[src/rtl/uart_pkg.sv]
`timescale 1ns/1ps
`default_nettype none
// ============================================================================
//  Module   : uart_pkg
//  Brief    : Shared UART constants and FSM state encoding (TX and RX paths)
//  Revision : 1.0  initial release
// ============================================================================
package uart_pkg;

  // Line-protocol FSM states, shared with the receive path
  typedef enum logic [1:0] {
    IDLE  = 2'd0,
    START = 2'd1,
    DATA  = 2'd2,
    STOP  = 2'd3
  } uart_state_e;

  // 100 MHz / 9600 baud
  localparam int unsigned DEFAULT_CLKS_PER_BIT = 10416;

  // 8N1 frame shape
  localparam int unsigned DATA_BITS = 8;
  localparam int unsigned STOP_BITS = 1;

endpackage
`default_nettype wire

[src/rtl/uart_tx_fifo_if.sv]
`timescale 1ns/1ps
`default_nettype none
// ============================================================================
//  Module   : uart_tx_fifo_if
//  Brief    : Byte-push / serial-out bundle between core logic and the UART TX
//  Revision : 1.0  initial release
// ============================================================================
interface uart_tx_fifo_if;

  logic [7:0] data_in;
  logic       send;
  logic       clr;
  logic       tx;
  logic       busy;
  logic       idle;
  logic       overrun;
  logic       led_tx;

  // Core logic side: pushes bytes, observes status
  modport master (
    output data_in, send, clr,
    input  tx, busy, idle, overrun, led_tx
  );

  // Transmitter side
  modport slave (
    input  data_in, send, clr,
    output tx, busy, idle, overrun, led_tx
  );

endinterface
`default_nettype wire

[src/rtl/byte_fifo.sv]
`timescale 1ns/1ps
`default_nettype none
// ============================================================================
//  Module   : byte_fifo
//  Brief    : Small register-based FIFO; a push while full is accepted only
//             when a pop happens in the same cycle. Full flag is registered.
//  Revision : 1.0  initial release
// ============================================================================
module byte_fifo #(
  parameter int WIDTH = 8,
  parameter int DEPTH = 4
) (
  input  wire logic                       clk,
  input  wire logic                       rst,
  input  wire logic                       push,
  input  wire logic                       pop,
  input  wire logic [WIDTH-1:0]           wdata,
  output logic      [WIDTH-1:0]           rdata,
  output logic                            full,
  output logic                            empty,
  output logic      [$clog2(DEPTH):0]     count
);

  localparam int AW = $clog2(DEPTH);
  localparam int CW = AW + 1;

  logic [DEPTH-1:0][WIDTH-1:0] mem_q, mem_d;
  logic [AW-1:0]               wr_ptr_q, wr_ptr_d;
  logic [AW-1:0]               rd_ptr_q, rd_ptr_d;
  logic [CW-1:0]               count_q, count_d;
  logic                        full_q, full_d;
  logic                        push_ok;
  logic                        pop_ok;

  assign pop_ok  = pop && (count_q != '0);
  assign push_ok = push && (!full_q || pop_ok);

  // Pointer, count and storage update; DEPTH is a power of 2 so pointers wrap naturally
  always_comb begin
    mem_d    = mem_q;
    wr_ptr_d = wr_ptr_q;
    rd_ptr_d = rd_ptr_q;
    count_d  = count_q;
    if (push_ok) begin
      mem_d[wr_ptr_q] = wdata;
      wr_ptr_d        = wr_ptr_q + 1'b1;
    end
    if (pop_ok) begin
      rd_ptr_d = rd_ptr_q + 1'b1;
    end
    case ({push_ok, pop_ok})
      2'b10:   count_d = count_q + 1'b1;
      2'b01:   count_d = count_q - 1'b1;
      default: count_d = count_q;
    endcase
    full_d = (count_d == CW'(DEPTH));
  end

  // FIFO state registers
  always_ff @(posedge clk or posedge rst) begin
    if (rst) begin
      mem_q    <= '0;
      wr_ptr_q <= '0;
      rd_ptr_q <= '0;
      count_q  <= '0;
      full_q   <= 1'b0;
    end else begin
      mem_q    <= mem_d;
      wr_ptr_q <= wr_ptr_d;
      rd_ptr_q <= rd_ptr_d;
      count_q  <= count_d;
      full_q   <= full_d;
    end
  end

  assign rdata = mem_q[rd_ptr_q];
  assign full  = full_q;
  assign empty = (count_q == '0);
  assign count = count_q;

endmodule
`default_nettype wire

[src/rtl/uart_tx_fifo.sv]
`timescale 1ns/1ps
`default_nettype none
// ============================================================================
//  Module   : uart_tx_fifo
//  Brief    : 8N1 UART transmitter fed by a byte FIFO, back-to-back frames,
//             sticky overrun flag and a stretched TX activity LED.
//  Revision : 1.0  initial release
// ============================================================================
module uart_tx_fifo
  import uart_pkg::*;
#(
  parameter int CLKS_PER_BIT = DEFAULT_CLKS_PER_BIT,
  parameter int FIFO_DEPTH   = 4,
  parameter int LED_HOLD     = 5000000
) (
  input  wire logic     clk_100,
  input  wire logic     rst,
  uart_tx_fifo_if.slave bus
);

  localparam int BW   = $clog2(CLKS_PER_BIT);
  localparam int LW   = $clog2(LED_HOLD + 1);
  localparam int IW   = $clog2(DATA_BITS);
  localparam int CNTW = $clog2(FIFO_DEPTH) + 1;

  uart_state_e     state_q, state_d;
  logic [BW-1:0]   baud_q, baud_d;
  logic [IW-1:0]   bit_q, bit_d;
  logic [7:0]      shift_q, shift_d;
  logic            tx_q, tx_d;
  logic            idle_q, idle_d;
  logic            overrun_q, overrun_d;
  logic            led_q, led_d;
  logic [LW-1:0]   hold_q, hold_d;

  logic            fifo_pop;
  logic [7:0]      fifo_rdata;
  logic            fifo_full;
  logic            fifo_empty;
  logic [CNTW-1:0] fifo_count;
  logic            baud_end;

  byte_fifo #(
    .WIDTH (8),
    .DEPTH (FIFO_DEPTH)
  ) u_fifo (
    .clk   (clk_100),
    .rst   (rst),
    .push  (bus.send),
    .pop   (fifo_pop),
    .wdata (bus.data_in),
    .rdata (fifo_rdata),
    .full  (fifo_full),
    .empty (fifo_empty),
    .count (fifo_count)
  );

  assign baud_end = (baud_q == BW'(CLKS_PER_BIT - 1));

  // FSM and shift datapath registers; reset aborts any frame in flight
  always_ff @(posedge clk_100 or posedge rst) begin
    if (rst) begin
      state_q <= IDLE;
      baud_q  <= '0;
      bit_q   <= '0;
      shift_q <= '0;
    end else begin
      state_q <= state_d;
      baud_q  <= baud_d;
      bit_q   <= bit_d;
      shift_q <= shift_d;
    end
  end

  // Next state: STOP pops the next byte on its last cycle so frames abut
  always_comb begin
    state_d  = state_q;
    baud_d   = baud_q;
    bit_d    = bit_q;
    shift_d  = shift_q;
    fifo_pop = 1'b0;
    case (state_q)
      IDLE: begin
        baud_d = '0;
        bit_d  = '0;
        if (!fifo_empty) begin
          fifo_pop = 1'b1;
          shift_d  = fifo_rdata;
          state_d  = START;
        end
      end
      START: begin
        if (baud_end) begin
          baud_d  = '0;
          bit_d   = '0;
          state_d = DATA;
        end else begin
          baud_d = baud_q + 1'b1;
        end
      end
      DATA: begin
        if (baud_end) begin
          baud_d  = '0;
          shift_d = {1'b0, shift_q[7:1]};
          if (bit_q == IW'(DATA_BITS - 1)) begin
            state_d = STOP;
          end else begin
            bit_d = bit_q + 1'b1;
          end
        end else begin
          baud_d = baud_q + 1'b1;
        end
      end
      STOP: begin
        if (baud_end) begin
          baud_d = '0;
          if (!fifo_empty) begin
            fifo_pop = 1'b1;
            shift_d  = fifo_rdata;
            state_d  = START;
          end else begin
            state_d = IDLE;
          end
        end else begin
          baud_d = baud_q + 1'b1;
        end
      end
      default: state_d = IDLE;
    endcase
  end

  // Output decode from current state; everything below is registered next edge
  always_comb begin
    case (state_q)
      START:   tx_d = 1'b0;
      DATA:    tx_d = shift_q[0];
      default: tx_d = 1'b1;
    endcase
    idle_d = (state_q == IDLE) && (fifo_count == '0);
    led_d  = (state_q != IDLE) || (hold_q != '0);
    if (state_q != IDLE) begin
      hold_d = LW'(LED_HOLD);
    end else if (hold_q != '0) begin
      hold_d = hold_q - 1'b1;
    end else begin
      hold_d = '0;
    end
    // A new drop in the same cycle as clr keeps the flag set
    if (bus.send && fifo_full && !fifo_pop) begin
      overrun_d = 1'b1;
    end else if (bus.clr) begin
      overrun_d = 1'b0;
    end else begin
      overrun_d = overrun_q;
    end
  end

  // Glitch-free registered outputs
  always_ff @(posedge clk_100 or posedge rst) begin
    if (rst) begin
      tx_q      <= 1'b1;
      idle_q    <= 1'b1;
      overrun_q <= 1'b0;
      led_q     <= 1'b0;
      hold_q    <= '0;
    end else begin
      tx_q      <= tx_d;
      idle_q    <= idle_d;
      overrun_q <= overrun_d;
      led_q     <= led_d;
      hold_q    <= hold_d;
    end
  end

  assign bus.tx      = tx_q;
  assign bus.busy    = fifo_full;
  assign bus.idle    = idle_q;
  assign bus.overrun = overrun_q;
  assign bus.led_tx  = led_q;

endmodule
`default_nettype wire

[src/flat_wrapper.sv]
// flat-port wrapper written by rule: the top's interface ports become plain ports
module uart_tx_fifo_flat import uart_pkg::*;
#(
  parameter int CLKS_PER_BIT = DEFAULT_CLKS_PER_BIT,
  parameter int FIFO_DEPTH   = 4,
  parameter int LED_HOLD     = 5000000
)
  (clk_100, rst, bus_data_in, bus_send, bus_clr, bus_tx, bus_busy, bus_idle, bus_overrun, bus_led_tx);
  uart_tx_fifo_if bus_i ();
  input  wire logic clk_100;
  input  wire logic rst;
  input wire logic [$bits(bus_i.data_in)-1:0] bus_data_in;
  input wire logic [$bits(bus_i.send)-1:0] bus_send;
  input wire logic [$bits(bus_i.clr)-1:0] bus_clr;
  output wire logic [$bits(bus_i.tx)-1:0] bus_tx;
  output wire logic [$bits(bus_i.busy)-1:0] bus_busy;
  output wire logic [$bits(bus_i.idle)-1:0] bus_idle;
  output wire logic [$bits(bus_i.overrun)-1:0] bus_overrun;
  output wire logic [$bits(bus_i.led_tx)-1:0] bus_led_tx;
  assign bus_i.data_in = bus_data_in;
  assign bus_i.send = bus_send;
  assign bus_i.clr = bus_clr;
  assign bus_tx = bus_i.tx;
  assign bus_busy = bus_i.busy;
  assign bus_idle = bus_i.idle;
  assign bus_overrun = bus_i.overrun;
  assign bus_led_tx = bus_i.led_tx;
  uart_tx_fifo #(.CLKS_PER_BIT(CLKS_PER_BIT), .FIFO_DEPTH(FIFO_DEPTH), .LED_HOLD(LED_HOLD)) u_core (.clk_100(clk_100), .rst(rst), .bus(bus_i));
endmodule
[config.mk]
export PLATFORM = sky130hd
export DESIGN_NAME = uart_tx_fifo_flat
export DESIGN_NICKNAME = d
export VERILOG_FILES = /design/src/rtl/uart_pkg.sv /design/src/rtl/uart_tx_fifo_if.sv /design/src/rtl/byte_fifo.sv /design/src/rtl/uart_tx_fifo.sv /design/src/flat_wrapper.sv
export SDC_FILE = /design/constraint.sdc
export NUM_CORES = 1
export LEC_CHECK = 0
export ABC_AREA = 1
export CAP_MARGIN = 20
export CELL_PAD_IN_SITES_DETAIL_PLACEMENT = 0
export CELL_PAD_IN_SITES_GLOBAL_PLACEMENT = 2
export CORE_MARGIN = 2
export CORE_UTILIZATION = 34
export CTS_CLUSTER_SIZE = 12
export DETAILED_ROUTE_END_ITERATION = 16
export PLACE_DENSITY_LB_ADDON = 0.08
export SLEW_MARGIN = 20
export SYNTH_ARGS = -nofsm -noshare
export SYNTH_HDL_FRONTEND = slang
export SYNTH_SLANG_ARGS = --single-unit
[constraint.sdc]
create_clock -name clk_100 -period 3.2 [get_ports clk_100]
set_input_delay 0.64 -clock clk_100 [delete_from_list [all_inputs] [get_ports clk_100]]
set_output_delay 0.64 -clock clk_100 [all_outputs]
set_load 0.1 [all_outputs]
==> metrics.txt, run 1 <==
cell type with the largest total area after synthesis dfrtp_1; Critical Path Slowest Stage Cell dfrtp_1; Compound-Gate Fraction of Synth Area 8.54%; most frequent CP cell inv_1; mapped cell area 4890 um^2; most area-consuming cells after synthesis dfrtp_1, nand2_1, o21ai_0, nand4_1, nor2_1; Final nets 612; main combinational cell family by area after synthesis simple AND/OR/NAND/NOR gates; crit share post-route 79.4%; Pleak around 2.6 nW; Clock Sinks 94; initial antenna violation count 0; DR WL/cell 14.7 um; hold buffer count at cts 0; Mapped Cells around 570; critical-path cell list ha_1, inv_1, a21oi_1, nand3_1, nand2_1, nand2_2, inv_1, ha_1, inv_1, fa_1, a21oi_1, o21ai_0, xnor2_1, nor3b_1; largest net degree at the start of global routing 58; CTS Buf Count 9; Cell Area, Placed 5170 um^2; most common cell in the netlist nand2_1; r2r setup slk ~0.66 ns; Detailed Route WL 11,300 um; R2R Path Start u_core.state_q[0]; Worst Path Required 3.46 ns; sequential element share of the synthesized area 48.1%; Final TNS setup 0 ns; via count between 3,000 and 4,000; Setup violations, final 0; #FFs+latches synth 94; final hold vios 0; crit-path max FO 8; Gate power share 40.1%; multiplexer share of the synthesized area 0%; H-tree depth 3; layout cells sized above 1 10.7%; Final Max Slew Viols 0; Synth Area in Adders 4.24%; Total GRT Usage 16.3%; port bufs 16; clock slew at reported path FFs 0.07 ns; ys flop type dfrtp_1; Pwr per Cell Area 893 nW/um^2; Placer Congestion 0.796; top post-synthesis cells by count nand2_1, dfrtp_1, nor2_1; Remaining Overflow, GRT 0; syn_nets 600; Row Count 43; clock latency on the worst-skew pair 0.35 ns; count of cell types in the netlist 39; switching part of the total 41.5%; Slew @ Worst Pin roughly 0.76 ns; post-synth top area share a little under half; Worst Setup End Kind flop; setup repair after global routing missed its margin false; reg2reg end u_core.u_fifo.full; Initial Util 35.0%; Yosys Warn Count 0; Worst EP arrival about 2.8 ns; crit path kind flop to flop; CTS tree yes; DIE HEIGHT about 120 um; CTS Root Cell clkbuf_16; Core Footprint 14,000 um^2; final critical-path required period about 2.5 ns; # Max-Cap Violations 0; Die Area 15,400 um^2; CP Launch Type flop; Initial DRC Count slightly below 300; post-CTS setup buffers 0; part of the power in registers between 30% and 40%; Post-Synth Simple-Gate Area 28.9%; Via density 4.85; Fmax 394 MHz; first-pass GRT wire length 19,100 um; reg2reg path depth 14; Max-Slew Margin vs Limit about half; area delta synth->final 11.9%; ANT nets after route 0; drt pass-1 iters 5; CP Capture Point u_core.u_fifo.full; DP HPWL 7720 um; vias in the first global route 3,698; io pins 17; drt drc 0; EDFF count, synth 0; VDD IR-drop max 0.404 mV; cell-internal power between 0.002 and 0.003 W; clk buf depth 2; post-synthesis async set-or-reset flop share 100%; Die X 124 um; n_diodes 0; Clock power frac 22.6%; switching pwr 0.00203 W; Worst setup startpoint u_core.state_q[0]; Post-Syn Area per Cell 8.55 um^2; xor/xnor cell area share of the yosys netlist ~3.6%; Post-CTS Resized 0; Finished Cell Area ~5500 um^2; Setup Skew 0.00818 ns; final-layout fill cell count between 1,000 and 1,500; status completed; worst min path class flop to flop; Slowest Stage Delay on Critical Path 0.47 ns
[sequential cells by signal (all words and copies together) (netlist names), 2 cells and up]
signal,count
u_core.u_fifo.mem_q,32
u_core.hold_q,23
u_core.baud_q,14
u_core.shift_q,8
u_core.bit_q,3
u_core.u_fifo.count,3
u_core.state_q,2
u_core.u_fifo.rd_ptr_q,2
u_core.u_fifo.wr_ptr_q,2
[cells in the final DEF (no fill, tap or decap), drive strengths merged, types with 3 or more instances in the layout]
cell / netlist / layout
inv: 47 / 47
nor2: 75 / 75
o21ai: 53 / 53
nand3: 31 / 31
nor3: 12 / 12
clkinv: 0 / 3
o221ai: 7 / 7
a21oi: 10 / 10
nand4: 35 / 35
ha: 15 / 15
xor2: 12 / 12
nand2: 137 / 137
nor4: 3 / 3
buf: 15 / 12
xnor2: 8 / 8
clkbuf: 7 / 12
clkdlybuf4s50: 0 / 11
dfrtp: 92 / 92
[area by class of cell]
type                       count  area, um^2  share of cell area (%)
sequential                    94        2350                    43.0
multi-input combinational    409        2210                    40.4
clock buffer                  12         256                    4.68
tap                          180         225                    4.11
timing repair buffer          23         200                    3.66
inverter                      47         179                    3.27
clock inverter                 4        45.0                   0.823
[routing by layer]
| metal | vias up | routed length (um) | track usage (%) |
|---|---|---|---|
| met5 | - | 0 | 0 |
| met1 | 1769 | 5670 | 22.8 |
| li1 | 1921 | - | - |
| met4 | 0 | 85 | 3.58 |
| met3 | 5 | 311 | 4.40 |
| met2 | 37 | 5200 | 25.4 |
[power groups by stage]
stage / Combinational [W] / Clock (W) / Sequential [W]
after global placement: 0.00198 / 0 / 0.00184
after detailed placement: 0.00199 / 0 / 0.00184
after floorplan: 0.00147 / 0 / 0.00189
final: 0.00196 / 0.00111 / 0.00183
after global routing: 0.00226 / 0.00119 / 0.00188
after CTS: 0.00200 / 0.00115 / 0.00183
[how the worst min path moves through the flow]
stage	startpoint	endpoint	slack [ns]	depth (start not counted)
floorplan	u_core.hold_q[0]	u_core.hold_q[0]	0.41	1
global placement	u_core.hold_q[0]	u_core.hold_q[0]	0.43	1
detailed placement	u_core.hold_q[0]	u_core.hold_q[0]	0.43	1
CTS	u_core.hold_q[0]	u_core.hold_q[0]	0.44	1
global route	u_core.hold_q[0]	u_core.hold_q[0]	0.46	1
finish	u_core.hold_q[0]	u_core.hold_q[0]	0.44	1
[critical path, delay by kind of cell (launching register included)]
family | cells | cell delay [ns]
AOI/OAI and AO/OA | 3 | 0.42
xor gates and xnor gates | 1 | 0.18
adders and majority gates | 3 | 0.75
buffers and inverters | 3 | 0.19
DFF | 1 | 0.47
and+or+nand+nor | 4 | 0.46
[cell families after synthesis]
| logic type | Yosys count |
|---|---|
| simple gates | 300 |
| compound gates | 73 |
| flops | 94 |
| buf+inv | 69 |
| xor+xnor | 20 |
| fa+ha+maj | 16 |
[metrics by stage]
step | std cells | hold WS, ns | util [%] | power (W) | setup slack (ns)
6_report | 769 | 0.435 | 39.1 | 0.00489 | 0.660
4_1_cts | 769 | 0.438 | 39.1 | 0.00498 | 0.635
2_1_floorplan | 572 | 0.415 | - | 0.00336 | 0.115
5_1_grt | 769 | 0.459 | 39.1 | 0.00533 | 0.419
3_5_place_dp | 753 | 0.428 | 37.0 | 0.00383 | 0.658
3_3_place_gp | 753 | 0.430 | 37.0 | 0.00382 | 0.694
No activity file was read; power rests on OpenSTA's default activity.
==> run 2: changes to the inputs <==
==> constraint.sdc (replaced) <==
create_clock -name clk_100 -period 2.2 [get_ports clk_100]
set_input_delay 0.44 -clock clk_100 [delete_from_list [all_inputs] [get_ports clk_100]]
set_output_delay 0.44 -clock clk_100 [all_outputs]
set_load 0.1 [all_outputs]
==> run 2 against run 1 <==
  * The run now ends with setup timing left
  * Global-route usage up 0.67 points
  * Combinational power increased by 74%
  * First-iteration DRC count is 12% lower
  * Worst hold slack worse by 0.12 ns
  * Flip-flop and latch count unchanged
  * Non-clock buffer count rose by 46
  * Worst setup slack worse by 0.69 ns
  * Critical path depth rose by 1
  * Wire length rose by 3.4%
  * Sequential power up 46%
==> metrics.txt, run 2 (same netlist as run 1, synthesis figures left out) <==
Setup violations, final 1; Die Area about 15,000 um^2; crit-path max FO 4; Initial Util a little over a third; Non-Filler Instances 815; VDD IR-drop max 0.743 mV; Worst Setup End Kind flop; Final Max Slew Viols 0; Setup Skew 0.00861 ns; setup repair after global routing missed its margin true; Placer Congestion around 0.78; Initial DRC Count 260; vias in the first global route between 3,000 and 4,000; clock latency on the worst-skew pair 0.35 ns; Via density 4.82; pre-CTS WS -0.185 ns; CTS tree yes; Worst Path Required between 2 and 2.5 ns; Fmax 449 MHz; Inst Count DP around 790; DIE HEIGHT about 120 um; status complete, but fails checks; drt drc 0; Max-Slew Margin vs Limit 61.1%; final-layout fill cell count 1,416; # Max-Cap Violations 0; clk buf depth 2; final critical-path required period around 2.2 ns; n_diodes 0; most frequent cells in the layout nand2_1, dfrtp_1, buf_4, nor2_1, o21ai_0; largest register by flop count u_core.u_fifo.mem_q; first-pass GRT wire length 20,100 um; Pwr per Cell Area 1320 nW/um^2; CTS Root Cell clkbuf_16; Remaining Overflow, GRT 0; DP HPWL 8060 um; area delta synth->final 22.7%; via count between 3,000 and 4,000; Total GRT Usage between 10% and 20%; hold buffer count at cts 0; Pleak 2.80 nW; most common cell after layout, fill and taps aside nand2_1; Regs by FF count u_core.u_fifo.mem_q x32, u_core.hold_q x23, u_core.baud_q x14; drt pass-1 iters 4; max reg flops 32; post-route worst setup slack -0.0295 ns; Slew @ Worst Pin 0.582 ns; failing checks setup timing; layout cells sized above 1 20.8%; io pins 17; CTS Buf Count 9; Final nets between 600 and 700; Die X roughly 120 um; worst min path class input port to async pin; Clock Sinks 94; Worst EP arrival 2.51 ns; CP Launch Type flop; crit path kind flop to flop; clock slew at reported path FFs 0.06 ns; port bufs 16; DR WL/cell between 10 and 15 um; Row Count 43; H-tree depth 3; crit share post-route 101%; Core Footprint ~14,000 um^2; largest net degree at the start of global routing 63; initial antenna violation count 0; ANT nets after route 0; final hold vios 0; Detailed Route WL about 12,000 um
## run 2: cell types whose count changed in the layout (fill, tap and decap cells not counted), sizes merged
cell      previous run  this run
clkbuf              12        10
bufinv               1         3
inv                 47        46
clkinvlp             0         1
buf                 12        58
## run 2: power breakdown
part / internal [W] / switching (W)
Sequential: 0.00230 / 0.000383
Clock: 0.00114 / 0.000686
Combinational: 0.00134 / 0.00208
Total: 0.00478 / 0.00315
## run 2: metal layers
metal  up-vias  share of wire, %  global-route usage (%)
met3        13               2.3                    2.34
met2        52                45                    26.5
li1       2016                 -                       -
met5         -                 0                       0
met1      1850                51                    23.6
met4         0               1.9                    7.16
## run 2: worst paths after layout
kind | startpoint | end | slack, ns | cells past startpoint
worst max-delay path | u_core.baud_q[0] | u_core.u_fifo.full | -0.03 | 15
worst min-delay path | rst | u_core.bus.overrun | 0.31 | 2
worst max register to register | u_core.baud_q[0] | u_core.u_fifo.full | -0.03 | 15
worst min register to register | u_core.hold_q[0] | u_core.hold_q[0] | 0.44 | 1
max in group asynchronous | rst | u_core.bus.tx | 1.27 | 3
min in group clk_100 | u_core.hold_q[0] | u_core.hold_q[0] | 0.44 | 1
## run 2: per-stage QoR
step / util [%] / area (um^2) / hold WS (ns) / TNS [ns] / power (W)
final: 42.9 / 6000 / 0.314 / -0.0295 / 0.00793
after global routing: 42.9 / 6000 / 0.345 / -0.247 / 0.00855
after CTS: 42.7 / 5970 / 0.307 / -0.0149 / 0.00800
after detailed placement: 39.4 / 5510 / 0.427 / -0.202 / 0.00596
after global placement: 39.4 / 5510 / 0.426 / -0.130 / 0.00589
after floorplan: - / 4950 / 0.415 / -0.221 / 0.00502
## run 2: final cells by class
type | instances | area, um^2 | area share, %
sequential | 94 | 2360 | 39.3
multi-input combinational | 409 | 2330 | 38.8
timing repair buffer | 69 | 562 | 9.36
clock buffer | 10 | 239 | 3.98
tap | 180 | 225 | 3.75
inverter | 47 | 183 | 3.04
clock inverter | 6 | 109 | 1.81
## run 2: critical path, cell delays in order, from the launching register on
cell	delay (ns)
dfrtp_1	0.41
ha_4	0.18
nand3_4	0.09
nor2_4	0.05
nand3_2	0.08
nand2_2	0.07
nand2_4	0.11
nand2_4	0.06
nand2_4	0.07
ha_4	0.13
inv_2	0.03
fa_2	0.33
a21oi_1	0.12
o21ai_1	0.09
xnor2_1	0.18
nor3b_2	0.17
## run 2: repair_timing
item / in CTS / in global routing
gates resized for setup: 16 / 3
endpoints found under the hold margin: 0 / 0
setup endpoints to repair: 2 / 34
setup buffers: 7 / 2
pin swaps: 10 / 6
==> run 3: changes to the inputs <==
--- a/config.mk
+++ b/config.mk
@@ -13,6 +13,7 @@
 export CORE_UTILIZATION = 34
 export CTS_CLUSTER_SIZE = 12
 export DETAILED_ROUTE_END_ITERATION = 16
+export GPL_ROUTABILITY_DRIVEN = 0
 export PLACE_DENSITY_LB_ADDON = 0.08
 export SLEW_MARGIN = 20
 export SYNTH_ARGS = -nofsm -noshare
==> results of run 3 <==
Final layout, timing and power as in run 2 (identical DEF).
